[src/rtl/axi_lite_write_master.sv]
// AXI-Lite write master: buffers user write commands in a FIFO, issues AW/W
// independently, and returns BRESP in order. Define AXIL_WR_ERR_CNT_EN for err_count.
module axi_lite_write_master #(
  parameter  int ADDR_W          = 32,
  parameter  int DATA_W          = 64,
  parameter  int CMD_DEPTH       = 4,
  parameter  int MAX_OUTSTANDING = 2,
  localparam int STRB_W          = DATA_W / 8
) (
  input  logic              ACLK,
  input  logic              ARESETn,
  input  logic              cmd_valid,
  output logic              cmd_ready,
  input  logic [ADDR_W-1:0] cmd_addr,
  input  logic [DATA_W-1:0] cmd_data,
  input  logic [STRB_W-1:0] cmd_strb,
  output logic              rsp_valid,
  input  logic              rsp_ready,
  output logic [1:0]        rsp_resp,
  output logic [ADDR_W-1:0] AWADDR,
  output logic              AWVALID,
  input  logic              AWREADY,
  output logic [DATA_W-1:0] WDATA,
  output logic [STRB_W-1:0] WSTRB,
  output logic              WVALID,
  input  logic              WREADY,
  input  logic [1:0]        BRESP,
  input  logic              BVALID,
  output logic              BREADY,
  output logic              idle
`ifdef AXIL_WR_ERR_CNT_EN
  ,
  output logic [15:0]       err_count
`endif
);

  localparam int PW = $clog2(CMD_DEPTH);
  localparam int OW = $clog2(MAX_OUTSTANDING + 1);

  typedef struct packed {
    logic [ADDR_W-1:0] addr;
    logic [DATA_W-1:0] data;
    logic [STRB_W-1:0] strb;
  } cmd_t;

  typedef enum logic {S_IDLE, S_ISSUE} state_t;

  cmd_t          mem [CMD_DEPTH];
  cmd_t          head;
  cmd_t          issue_cmd;
  logic [PW:0]   wr_ptr, rd_ptr;
  logic          ready_en;
  logic          empty, full, push, pop;
  logic [OW-1:0] outstanding;
  logic          b_hs;
  state_t        state_q, state_d;
  logic          aw_valid_d, w_valid_d, load;

  // Extra pointer MSB distinguishes full from empty when the indices match.
  assign empty     = (wr_ptr == rd_ptr);
  assign full      = (wr_ptr[PW] != rd_ptr[PW]) && (wr_ptr[PW-1:0] == rd_ptr[PW-1:0]);
  assign cmd_ready = ready_en && !full;
  assign push      = cmd_valid && cmd_ready;
  assign head      = mem[rd_ptr[PW-1:0]];
  // An empty FIFO forwards the command being pushed so AW/W rise the next cycle.
  assign issue_cmd = empty ? cmd_t'{cmd_addr, cmd_data, cmd_strb} : head;

  assign BREADY = !rsp_valid || rsp_ready;
  assign b_hs   = BVALID && BREADY && (outstanding != '0);
  assign idle   = empty && (outstanding == '0) && !rsp_valid;

  // NOTE: the storage array carries no reset; validity is tracked by the pointers alone.
  always_ff @(posedge ACLK) begin
    if (push) mem[wr_ptr[PW-1:0]] <= cmd_t'{cmd_addr, cmd_data, cmd_strb};
  end

  // NOTE: sequential state uses non-blocking assignments so every flop samples pre-edge values.
  always_ff @(posedge ACLK or negedge ARESETn) begin
    if (!ARESETn) begin
      ready_en <= 1'b0;
      wr_ptr   <= '0;
      rd_ptr   <= '0;
    end else begin
      ready_en <= 1'b1;
      if (push) wr_ptr <= wr_ptr + 1'b1;
      if (pop)  rd_ptr <= rd_ptr + 1'b1;
    end
  end

  // NOTE: every output of this block gets a default first, so no latch can be inferred.
  always_comb begin
    state_d    = state_q;
    aw_valid_d = AWVALID;
    w_valid_d  = WVALID;
    load       = 1'b0;
    pop        = 1'b0;
    unique case (state_q)
      S_IDLE: begin
        if ((!empty || push) && (outstanding < OW'(MAX_OUTSTANDING))) begin
          load       = 1'b1;
          aw_valid_d = 1'b1;
          w_valid_d  = 1'b1;
          state_d    = S_ISSUE;
        end
      end
      S_ISSUE: begin
        if (AWVALID && AWREADY) aw_valid_d = 1'b0;
        if (WVALID && WREADY)   w_valid_d  = 1'b0;
        // Entry retires only once both channels have handshaken.
        if (!aw_valid_d && !w_valid_d) begin
          pop     = 1'b1;
          state_d = S_IDLE;
        end
      end
      default: state_d = S_IDLE;
    endcase
  end

  always_ff @(posedge ACLK or negedge ARESETn) begin
    if (!ARESETn) begin
      state_q <= S_IDLE;
      AWVALID <= 1'b0;
      WVALID  <= 1'b0;
      AWADDR  <= '0;
      WDATA   <= '0;
      WSTRB   <= '0;
    end else begin
      state_q <= state_d;
      AWVALID <= aw_valid_d;
      WVALID  <= w_valid_d;
      if (load) begin
        AWADDR <= issue_cmd.addr;
        WDATA  <= issue_cmd.data;
        WSTRB  <= issue_cmd.strb;
      end
    end
  end

  always_ff @(posedge ACLK or negedge ARESETn) begin
    if (!ARESETn) begin
      outstanding <= '0;
    end else begin
      unique case ({pop, b_hs})
        2'b10:   outstanding <= outstanding + 1'b1;
        2'b01:   outstanding <= outstanding - 1'b1;
        default: outstanding <= outstanding;
      endcase
    end
  end

  // BREADY is low while a response is parked, so a new B never overwrites one.
  always_ff @(posedge ACLK or negedge ARESETn) begin
    if (!ARESETn) begin
      rsp_valid <= 1'b0;
      rsp_resp  <= 2'b00;
    end else if (b_hs) begin
      rsp_valid <= 1'b1;
      rsp_resp  <= BRESP;
    end else if (rsp_ready) begin
      rsp_valid <= 1'b0;
    end
  end

`ifdef AXIL_WR_ERR_CNT_EN
  always_ff @(posedge ACLK or negedge ARESETn) begin
    if (!ARESETn) begin
      err_count <= '0;
    end else if (b_hs && BRESP[1] && (err_count != 16'hFFFF)) begin
      err_count <= err_count + 16'd1;
    end
  end
`endif

endmodule

[config.mk]
export PLATFORM = sky130hd
export DESIGN_NAME = axi_lite_write_master
export DESIGN_NICKNAME = d
export VERILOG_FILES = /design/src/rtl/axi_lite_write_master.sv
export SDC_FILE = /design/constraint.sdc
export NUM_CORES = 1
export LEC_CHECK = 0
export ABC_AREA = 1
export CORE_ASPECT_RATIO = 0.7
export CORE_MARGIN = 2
export CORE_UTILIZATION = 51
export CTS_CLUSTER_SIZE = 28
export DETAILED_ROUTE_END_ITERATION = 10
export PLACE_DENSITY = 0.71
export SYNTH_ARGS = -nofsm -noshare
export SYNTH_HDL_FRONTEND = slang
export SYNTH_SLANG_ARGS = --single-unit
[constraint.sdc]
create_clock -name ACLK -period 9.5 [get_ports ACLK]
set_input_delay 1.425 -clock ACLK [delete_from_list [all_inputs] [get_ports ACLK]]
set_output_delay 1.425 -clock ACLK [all_outputs]
set_load 0.05 [all_outputs]
==> results.md <==
* Hold_sp: WDATA[47]
* CP Capture Type: output pin
* Pint at 5.21 mW
* Skew final at 12.2 ps
* GR Util All Layers at 21.8%
* Crit path max fanout at 107
* WP data required at 8080 ps
* Hold slack at 476 ps
* Post-synthesis mux area share at 0%
* Fmax at 210 MHz
* Sink Count at 535
* Via density per instance at 5.37
* Distinct cells, synth at 27
* Synth Area in Compound Gates at 10.6%
* Leak at 9.97 nW
* Initial antenna violation count at 3
* Warnings, synthesis at 0
* Syn nets at 1992
* Outcome: completed
* Post-CTS Hold Buffers at 0
* Final hold violation count at 0
* CTS tree: yes
* Worst-Skew Late Latency at 570 ps
* Tmin final at 4770 ps
* Worst hold stages at 2
* WP data arrival at 3350 ps
* Clock root buffer: clkbuf_16
* Post-CTS Setup Inserts at 0
* DRC Markers at 0
* Antenna-violating nets left at 0
* Power Dens Cells at 341 nW/um2
* IO Port Bufs at 224
* Die H at 176 um
* Die area at 43800 um2
* Setup TNS at 0 ps
* Largest net degree at the start of global routing at 139
* Cell count after placement at 2545
* Final Total Pwr at 8.72 mW
* Synth Area in Adders at 0.349%
* Initial Util at 52.1%
* Post-cts sizing count at 0
* Via Count at 14200
* Pre-antenna DRT Iters at 5
* Final period utilization at 50.2%
* DP HPWL at 26500 um
* R2R depth at 8
* Sequential-to-total area share from yosys stat at 72.0%
* Row count at 62
* Fraction of layout cells with a size suffix above 1 at 4.87%
* Crit Path Category: reg -> out
* FF+latch count, synth at 535
* Final #Nets at 2172
* Max Transition Viols Final at 0
* Clock-pin slew on the worst setup and hold paths at 60 ps
* GP Congestion at 0.757
* First-pass GRT wire length at 75300 um
* CTS H-Tree Depth at 2
* Max VDD drop at 0.000217 V
* Final WL at 47800 um
* Combinational share of power at 40.1%
* Clk buf depth at 3
* Sequential Power Share at 37.4%
* Worst hold path class: reg -> reg
* Ports at 225
* Area of the mapped netlist at 21500 um2
* DRT iter0 DRCs at 1184
* Hold EP: WDATA[47]
* Switching Share at 40.2%
* Worst R2R End: mem[1][28]
* Unrepaired setup endpoints after global routing: no
* Worst r2r src: rd_ptr[1]
* Synthesized area per cell at 11.5 um2
* WL per Instance at 18.1 um
* Chip width at 249 um
* Slew of the pin with the lowest slew margin at 1220 ps
* Largest family of logic cells by synthesized area: simple AND/OR/NAND/NOR gates
* Total gr overflow at 0
* Switching pwr at 3.51 mW
* Rel. slew slack at 18.5%
* Core area at 41300 um2
* MaxCap Viol Count at 0
* Reg2reg setup slack at 5390 ps
* Final setup fails at 0
* Vias in the first global route at 13900
* Non-Filler Instances at 2640
* Clock Power Share at 22.5%
* Simple-gate share of the synthesized area at 11.8%
* Num CTS Buffers at 50
* Critical Path Source Type: flip-flop
* Post-Synth XOR/XNOR Area at 0.245%
* Cells after Synth at 1873
* Syn-to-layout area delta at 19.0%
power groups by stage:
stage                     clock network [mW]  registers, mW  logic (mW)
final                                   1.96           3.26        3.50
after global routing                    2.09           3.31        3.86
after CTS                               2.00           3.26        3.53
after detailed placement                   0           3.31        3.51
after global placement                     0           3.29        3.45
after floorplan                            0           3.99        1.79
flip-flops by register name (all words and copies together), names as in the netlist:
name and count:
rd_ptr 3, WDATA 64, WVALID 1, rsp_valid 1, mem 416, ready_en 1, state_q 1, WSTRB 8
outstanding 2, AWVALID 1, AWADDR 32, wr_ptr 3, rsp_resp 2
final cells by class:
type / count / area [um2]
diodes: 2 / 5.00
clock buffers: 61 / 1340
clock inverters: 32 / 260
fillers: 3269 / 15700
inverters: 126 / 482
multi-input cells: 1100 / 4970
flip-flops and latches: 535 / 15500
well taps: 544 / 681
repair buffers: 240 / 2360
metrics by stage:
| step | util (%) | setup slack [ps] | instance area (um2) |
|---|---|---|---|
| after CTS | 62.0 | 4680 | 25600 |
| after detailed placement | 58.1 | 5010 | 24000 |
| final | 62.0 | 4730 | 25600 |
| after global routing | 62.0 | 4510 | 25600 |
| after floorplan | - | 2890 | 21500 |
| after global placement | 58.1 | 5040 | 24000 |
layer usage:
layer / part of all wire [%] / global-route usage [%] / vias up
li1: - / - / 6784
met3: 6.3 / 3.29 / 66
met5: 0.025 / 0 / -
met1: 44 / 30.1 / 6877
met4: 1.8 / 5.90 / 2
met2: 48 / 36.3 / 440
synth_stat cells:
cell | n | share of area, %
nor2_4 | 1 | 0.052
clkbuf_1 | 63 | 1.1
a21oi_1 | 4 | 0.093
conb_1 | 1 | 0.017
buf_6 | 19 | 1.0
nor2_1 | 217 | 3.8
a21boi_0 | 1 | 0.035
nand2_2 | 2 | 0.058
buf_1 | 4 | 0.070
edfxtp_1 | 416 | 58
nand2b_1 | 1 | 0.029
o21ai_0 | 262 | 6.1
nand3_1 | 4 | 0.093
xor2_1 | 3 | 0.12
o22ai_1 | 104 | 3.0
xnor2_1 | 3 | 0.12
o21ai_1 | 54 | 1.3
o211ai_2 | 1 | 0.058
ha_1 | 6 | 0.35
dfrtp_1 | 119 | 14
inv_2 | 2 | 0.035
buf_2 | 18 | 0.42
inv_1 | 124 | 2.2
nand4_4 | 1 | 0.099
nand2_1 | 434 | 7.6
nand3_2 | 1 | 0.047
buf_4 | 8 | 0.28
critical path: stages (launching register included):
cell,delay (ps)
dfrtp_4,1220
clkinv_2,180
nand2_2,110
nand2_2,70
nor2_4,180
nand3_1,100
nor2_1,110
clkdlybuf4s50_1,810
cell families after synthesis:
family / after synthesis
simple gates: 661
flops: 535
compound gates: 426
buf+inv: 238
xor+xnor: 6
fa+ha+maj: 6
other cells: 1
cells in the final DEF (no fill, tap or decap), drive strengths merged:
master / n
a21boi: 1
a21oi: 4
buf: 17
bufinv: 4
clkbuf: 61
clkdlybuf4s50: 223
clkinv: 26
clkinvlp: 2
conb: 1
dfrtp: 119
diode: 2
edfxtp: 416
ha: 6
inv: 126
nand2: 436
nand2b: 1
nand3: 5
nand4: 1
nor2: 218
o211ai: 1
o21ai: 316
o22ai: 104
xnor2: 3
xor2: 3
how the worst max path moves through the flow:
stage              start    endpoint  slack, ps  depth (start not counted)
6_report       rd_ptr[1]        idle       4730                          7
5_1_grt        rd_ptr[1]        idle       4510                          7
4_1_cts        rd_ptr[1]        idle       4680                          7
3_5_place_dp   cmd_valid  mem[0][35]       5010                          5
3_3_place_gp   cmd_valid  mem[0][23]       5040                          5
2_1_floorplan  cmd_valid   mem[3][0]       2890                          2
Power figures use the tool's default switching activity.
